`config.mk`:
```
export PLATFORM = sky130hd
export DESIGN_NAME = decoder_scan_sequencer
export DESIGN_NICKNAME = d
export VERILOG_FILES = /design/src/rtl/decoder_pkg.sv /design/src/rtl/decoder_onehot_param.sv /design/src/rtl/decoder_scan_sequencer.sv
export SDC_FILE = /design/constraint.sdc
export NUM_CORES = 1
export LEC_CHECK = 0
export BUFFER_PORTS_ARGS = -buffer_cell sky130_fd_sc_hd__buf_2
export CORE_ASPECT_RATIO = 1.25
export CORE_UTILIZATION = 45
export DETAILED_ROUTE_END_ITERATION = 8
export PLACE_DENSITY = 0.71
export SLEW_MARGIN = 10
export SYNTH_ARGS = -nofsm -noshare
export SYNTH_HDL_FRONTEND = slang
export SYNTH_SLANG_ARGS = --single-unit
export TNS_END_PERCENT = 30
```
`constraint.sdc`:
```
create_clock -name clk -period 3.6 [get_ports clk]
set_input_delay 0.36 -clock clk [delete_from_list [all_inputs] [get_ports clk]]
set_output_delay 0.36 -clock clk [all_outputs]
set_load 0.005 [all_outputs]
```
`src/rtl/decoder_pkg.sv`:
```
// decoder_pkg: mode and state enums plus dwell counter width shared by the scan decoder
package decoder_pkg;
  localparam int DWELL_W = 16;
  typedef enum logic [1:0] {DEC_OFF, DEC_DIRECT, DEC_SCAN, DEC_SWEEP} dec_mode_t;
  typedef enum logic [1:0] {S_IDLE, S_DIRECT, S_SCAN, S_SWEEP} dec_state_t;
endpackage

```
`src/rtl/decoder_onehot_param.sv`:
```
// decoder_onehot_param: combinational N-to-2^N one-hot decode; en gates output, sel picks the hot bit, y is the result
module decoder_onehot_param #(
  parameter int N = 4
) (
  input  logic              en,
  input  logic [N-1:0]      sel,
  output logic [(1<<N)-1:0] y
);
  always_comb begin
    y = '0;
    y[sel] = en;
  end
endmodule

```
`src/rtl/decoder_scan_sequencer.sv`:
```
// decoder_scan_sequencer: registered one-hot decoder with direct/scan/sweep sequencing; clk/rst(async low) control, ena/mode/in/start in, out/index/busy/done registered out
module decoder_scan_sequencer
  import decoder_pkg::*;
#(
  parameter int N     = 4,
  parameter int DWELL = 1
) (
  input  logic              clk,
  input  logic              rst,
  input  logic              ena,
  input  logic [1:0]        mode,
  input  logic [N-1:0]      in,
  input  logic              start,
  output logic [(1<<N)-1:0] out,
  output logic [N-1:0]      index,
  output logic              busy,
  output logic              done
);
  localparam logic [DWELL_W-1:0] RELOAD = DWELL_W'(DWELL - 1);
  localparam logic [N-1:0] LAST = '1;
  dec_state_t state, state_n;
  dec_mode_t mode_e;
  logic [DWELL_W-1:0] cnt, cnt_n, adv_cnt;
  logic [N-1:0] idx_n, adv_idx;
  logic [(1<<N)-1:0] dec;
  logic en_n, done_n, wrap;
  assign mode_e = dec_mode_t'(mode);
  assign wrap = cnt == '0;
  assign adv_cnt = ena ? (wrap ? RELOAD : cnt - 1'b1) : cnt;
  assign adv_idx = ena && wrap ? index + 1'b1 : index;
  always_comb begin
    state_n = S_IDLE;
    idx_n = index;
    cnt_n = cnt;
    en_n = 1'b0;
    done_n = 1'b0;
    case (mode_e)
      DEC_DIRECT: begin
        state_n = S_DIRECT;
        idx_n = in;
        en_n = ena;
      end
      DEC_SCAN: begin
        state_n = S_SCAN;
        en_n = ena;
        idx_n = state == S_SCAN ? adv_idx : '0;
        cnt_n = state == S_SCAN ? adv_cnt : RELOAD;
      end
      DEC_SWEEP:
        if (state == S_SWEEP) begin
          if (ena && wrap && index == LAST)
            done_n = 1'b1;
          else begin
            state_n = S_SWEEP;
            en_n = ena;
            idx_n = adv_idx;
            cnt_n = adv_cnt;
          end
        end else if (start) begin
          state_n = S_SWEEP;
          en_n = ena;
          idx_n = '0;
          cnt_n = RELOAD;
        end
      default: ;
    endcase
  end
  decoder_onehot_param #(.N(N)) u_dec (
    .en  (en_n),
    .sel (idx_n),
    .y   (dec)
  );
  always_ff @(posedge clk or negedge rst)
    if (!rst) begin
      state <= S_IDLE;
      cnt <= '0;
      index <= '0;
      out <= '0;
      busy <= 1'b0;
      done <= 1'b0;
    end else begin
      state <= state_n;
      cnt <= cnt_n;
      index <= idx_n;
      out <= dec;
      busy <= state_n == S_SWEEP;
      done <= done_n;
    end
endmodule

```
Yosys cells after proc, flatten, opt, wreduce, memory -nomap -nowiden
Index checks and enable logic that the tools add are counted.
- flip-flop bits (word level): 40
- latch bits: 0
- RAM bits: 0
- bits in read-only memories: 0
- bits of input ports: 10
- word-level logic and storage cells: 53
- memories: 0
- add/sub/neg operators: 2
- multiply operators: 0
- divide/modulo/power cells: 0
- order comparisons: 2
- equal/unequal tests: 9
- shift operators: 0
- multiplexer cells: 26
- bitwise gates (word level): 1
- reduce and logical (&&, ||, !) cells: 7
- operators by type and width (kind ; number):
    $mux 16 ; 6
    $pmux 16 s2 ; 1
    $mux 4 ; 5
    $and 16x16->16 ; 1
    $logic_not 16->1 ; 1
    $sub 16x1->16 const B ; 1
    $pmux 4 s3 ; 1
    $eq 2x2->1 const B ; 5
    $mux 1 ; 7
    $mux 2 ; 3
    $ne 3x3->1 const B ; 2
    $pmux 2 s3 ; 1
    $lt 4x5->1 const B ; 1
    $add 4x1->4 const B ; 1
    $demux 1 s4 ; 1
    $eq 4x4->1 const B ; 1
    $ge 4x1->1 const B ; 1
    $logic_and 1x1->1 ; 3
    $reduce_and 3->1 ; 1
    $eq 2x1->1 const B ; 1
    $pmux 1 s2 ; 1
    $reduce_bool 2->1 ; 1
    $reduce_or 2->1 ; 1

Depth between registers and ports, before layout
- word-level depth: 11
- depth in mapped cells: 10
- mapped depth without buffers: 8

By module
A second synthesis with hierarchy kept.
- cells, all modules: 217
- area, all modules: 2133.3 um^2
- modules (own cells, without submodules) (module ; times used ; cells an instance ; area an instance (um^2) ; sequential area each (um^2)):
    decoder_scan_sequencer ; 1 ; 194 ; 2015.7 ; 1001.0
    decoder_onehot_param ; 1 ; 23 ; 117.6 ; 0.0

Worst setup path before layout
Ideal clock, no wire load.
- path type: register to register
- from: reg cnt[8]
- to: reg out[7]
- setup time: 82 ps
- data arrival time: 2556 ps
- required time: 3518 ps
- setup slack: 963 ps
- stages on the path, launching flop included: 8
- buffers on the path: 1
- period minus slack after synthesis: 2637 ps
- path through: dfrtp_1 > or4_4 > or4b_4 > buf_6 > o311ai_4 > o21ai_2 > or3_4 > nor3b_2
- longest elaborated chain between the ends: 11
- elaborated cells between the ends (all ways): 17
- RTL lines (item ; line ; text):
    from (decl) ; decoder_scan_sequencer.sv:23 ; logic [DWELL_W-1:0] cnt, cnt_n, adv_cnt;
    from (signal assigned) ; decoder_scan_sequencer.sv:83 ; cnt <= cnt_n;
    $logic_not 16->1 (*) ; decoder_scan_sequencer.sv:28 ; assign wrap = cnt == '0;
    $logic_and 1x1->1 (*) ; decoder_scan_sequencer.sv:30, decoder_scan_sequencer.sv:51 ;
    $mux 4 or $logic_and 1x1->1 (tied branches) ; decoder_scan_sequencer.sv:30, decoder_scan_sequencer.sv:51 ;
    $mux 4 ; decoder_scan_sequencer.sv:51 ; if (ena && wrap && index == LAST)
    $mux 4 ; decoder_scan_sequencer.sv:50 ; if (state == S_SWEEP) begin
    $pmux 4 s3 ; decoder_scan_sequencer.sv:37 ; case (mode_e)
    $lt 4x5->1 (implied by the code) or $ge 4x1->1 (tied branches) ; decoder_onehot_param.sv:11 ; y[sel] = en;
    $logic_and 1x1->1 (implied by the code) ; decoder_onehot_param.sv:11 ;
    $mux 1 (implied by the code) ; decoder_onehot_param.sv:11 ;
    $demux 1 s4 ; -- ;
    $and 16x16->16 (no line) (*) ; -- ;
    named net dec[7] ; decoder_scan_sequencer.sv:25 ; logic [(1<<N)-1:0] dec;
    to (signal assigned) ; decoder_scan_sequencer.sv:78 ; out <= '0;
    to (signal assigned) ; decoder_scan_sequencer.sv:85 ; out <= dec;
    to (decl) ; decoder_scan_sequencer.sv:14 ; output logic [(1<<N)-1:0] out,
Mark *: on every way through the listed nets, which the timed path passes. The rest lies on a longest branch.
A chain may end at the register's enable or synchronous reset.

Final worst setup path
- from: reg cnt[8]
- to: reg out[14]
Same word-level chain as after synthesis.

==> run_results.csv <==
group,metric,value,unit
run_status,outcome,"finished with violations",
run_status,violations,"DRC",
yosys,synth-edff-count,0,
cts,clk_latency,290,ps
cts,postCtsSetupBuffers,0,
final_layout,fillers,439,
global_routing,track_usage,0.2075,
global_routing,grt_max_degree,41,
timing,worst_slack,865.2,ps
critical_path,cp-end-kind,"flip-flop",
final_layout,final_cells,323,
cts,holdBufCountCts,0,
yosys,synth_nets,248,
yosys,ys_ff_latch,40,
yosys,ys_seq_area_frac,0.4425,
timing,relSlewSlack,0.4109,
cts,cts_resized,0,
timing,hold_viol,0,
timing,whs,185.4,ps
global_routing,antenna_found_initial,0,
die,std_cell_rows,28,
yosys,ys_warn_count,0,
yosys,synth_area_leader_cell,"dfrtp_1",
timing,worst_pin_slew,883.6,ps
drt,postRouteAntennaNets,0,
cts,cts_buffers,5,
critical_path,cp.arrival,2940,ps
placement,portBuffers,31,
yosys,synth_cell_types,51,
yosys,synth_top_area_share,0.4425,
placement,gp_congestion,0.8507,
die,die_w,65.42,um
cts,clkTransAtPathRegs,80,ps
cts,cts_tree,"built",
die,io_pins,32,
worst_hold_path,min_path_type,"in2async",
global_routing,grt_overflow,0,
critical_path,required,3810,ps
cts,cts_buffer_depth,2,
cts,ctsHtreeMaxLevel,2,
placement,hpwl,3565,um
final_layout,area_growth,13.50,%
timing,setup_tns,0,ps
yosys,synth.cell_area,0.002262,sq mm
timing,drv_slew,0,
yosys,syn_inst,232,
global_routing,first_global_vias,1809,
drt,initialDrtViolationCount,107,
timing,setup_viol,0,
drt,viasPerCell,5.628,
timing,post-route-period-util,0.7597,
pwr,cellPowerDensity,610.0,mW/mm^2
yosys,async_reset_ff_frac,1.000,
critical_path,path_max_fanout,10,
yosys,synth.avg_cell_area,9.751,sq um
timing,period_minus_slack,2735,ps
final_layout,diodes,0,
drt,detail_route.wl_per_cell,14.85,um
drt,dr.pass1.iters,6,
drt,dr_total_vias,1818,
final_layout,nets,278,
run,drv_cap,0,
pwr,peakVddDrop,0.0003276,V
placement,place_ws,883.8,ps
die,initial_core_util,0.4713,
timing,clock_skew,3.391,ps
critical_path,path_class,"reg2reg",
die,core,0.004800,sq mm
yosys,ys_top_cells_by_area,"dfrtp_1, nor2_1, o21ai_0, ha_1, a21oi_1",
yosys,ys.flop_type,"dfrtp_1",
cts,clock_sinks,40,
pwr,power.leakage,1.167,nW
drt,drt_wl_total,4795,um
timing,fmax,365.7,MHz
final_layout,layout-drive-gt1-share,0.2510,
die,die_area,0.005316,sq mm
placement,dp_cells,315,
cts,cts_root_buffer,"clkbuf_8",
drt,route.detailed.drc,1,
die,die_height,81.27,um
final_layout,utilization,0.5349,
critical_path,critPathLaunchType,"flip-flop",
global_routing,grt_pass1_wl,8362,um
timing,rsz0062_at_grt,"no",
registers in the layout, summed over array words and instances (netlist names):
signal	count
out	16
done	1
index	4
cnt	16
state	2
busy	1
layout make-up:
class	count	area, sq um	share of cell area
timing repair buffer	33	170.2	0.06628
tap	60	75.07	0.02924
sequential	40	1001	0.3899
clock buffer	5	68.82	0.02680
clock inverter	3	42.54	0.01657
inverter	8	30.03	0.01170
multi-input combinational	174	1180	0.4596
stage by stage:
step                      power [W]  instance area (sq um)
after detailed placement   0.001210                   2456
after CTS                  0.001580                   2567
after floorplan            0.001058                   2262
after global routing       0.001677                   2567
after global placement     0.001193                   2456
final                      0.001566                   2567
path summary, 6_finish.rpt:
check / slack, ps / cells after the start / start / endpoint
worst min register to register: 510 / 1 / cnt[5] / cnt[5]
worst min-delay path: 190 / 1 / rst / state[1]
min in group clk: 300 / 2 / mode[1] / state[0]
max in group asynchronous: 2860 / 1 / rst / cnt[5]
worst max-delay path: 870 / 6 / cnt[8] / out[14]
worst max register to register: 870 / 6 / cnt[8] / out[14]
where the power goes:
group | internal [W] | switching, W | total, W | leakage (nW)
clock network | 0.000205 | 0.000158 | 0.000363 | 0.0541
logic | 0.000253 | 0.000340 | 0.000594 | 0.569
registers | 0.000523 | 0.0000869 | 0.000610 | 0.544
total | 0.000981 | 0.000585 | 0.00157 | 1.17
cells by family after synthesis:
group	count (synthesis)	synth area share
buf+inv	18	0.03595
xor+xnor	11	0.04259
compound gates	50	0.1482
simple gates	102	0.2738
mux	5	0.02378
fa+ha+maj	6	0.03318
flops	40	0.4425
layer usage:
metal  vias up  wire length [um]  track usage
met3        11               216      0.03933
met5         -                 0            0
met4         0               110      0.08696
met2        58              2440       0.3722
li1        884                 -            -
met1       865              2027       0.2389
cell usage in the layout, fill, tap and decap left out, types with 2 or more instances in the layout:
cell | netlist | routed
a2111oi_0 | 2 | 2
buf_2 | 2 | 31
inv_1 | 8 | 8
a21oi_1 | 13 | 13
nand3_1 | 10 | 10
dfrtp_1 | 40 | 40
and2_1 | 4 | 4
nor3_2 | 3 | 3
nor3b_1 | 4 | 4
or2_2 | 3 | 3
a31oi_1 | 3 | 3
a211oi_1 | 3 | 3
nand2_1 | 15 | 15
o21ai_0 | 17 | 17
clkbuf_8 | 0 | 5
nor3b_2 | 4 | 4
or4_4 | 2 | 2
nand2b_1 | 5 | 5
xor2_1 | 5 | 5
xnor2_1 | 6 | 6
nor3_1 | 9 | 9
ha_1 | 6 | 6
nand4_1 | 3 | 3
nor2b_1 | 2 | 2
mux2i_1 | 2 | 2
nor2_1 | 24 | 24
nor4_1 | 2 | 2
and3_1 | 2 | 2
mux2_2 | 3 | 3
buf_4 | 1 | 2
o31ai_1 | 3 | 3
worst max-delay path, cell delays in order, from the launching register on:
cell and delay, ps:
dfrtp_1 410, or4_4 590, or4b_4 640, nor4_1 320
a211oi_1 110, nand2b_1 320, nor3b_1 250
synthesized netlist by cell type, types with 4 or more instances:
master,n
clkbuf_1,6
o21ai_0,17
and2_1,4
nand2_1,15
ha_1,6
xor2_1,5
inv_1,8
xnor2_1,6
nor3b_2,4
nor3b_1,4
a21oi_1,13
nand3_1,10
nand2b_1,5
nor2_1,24
dfrtp_1,40
nor3_1,9
Note: power is estimated with default switching activity, not from simulation.
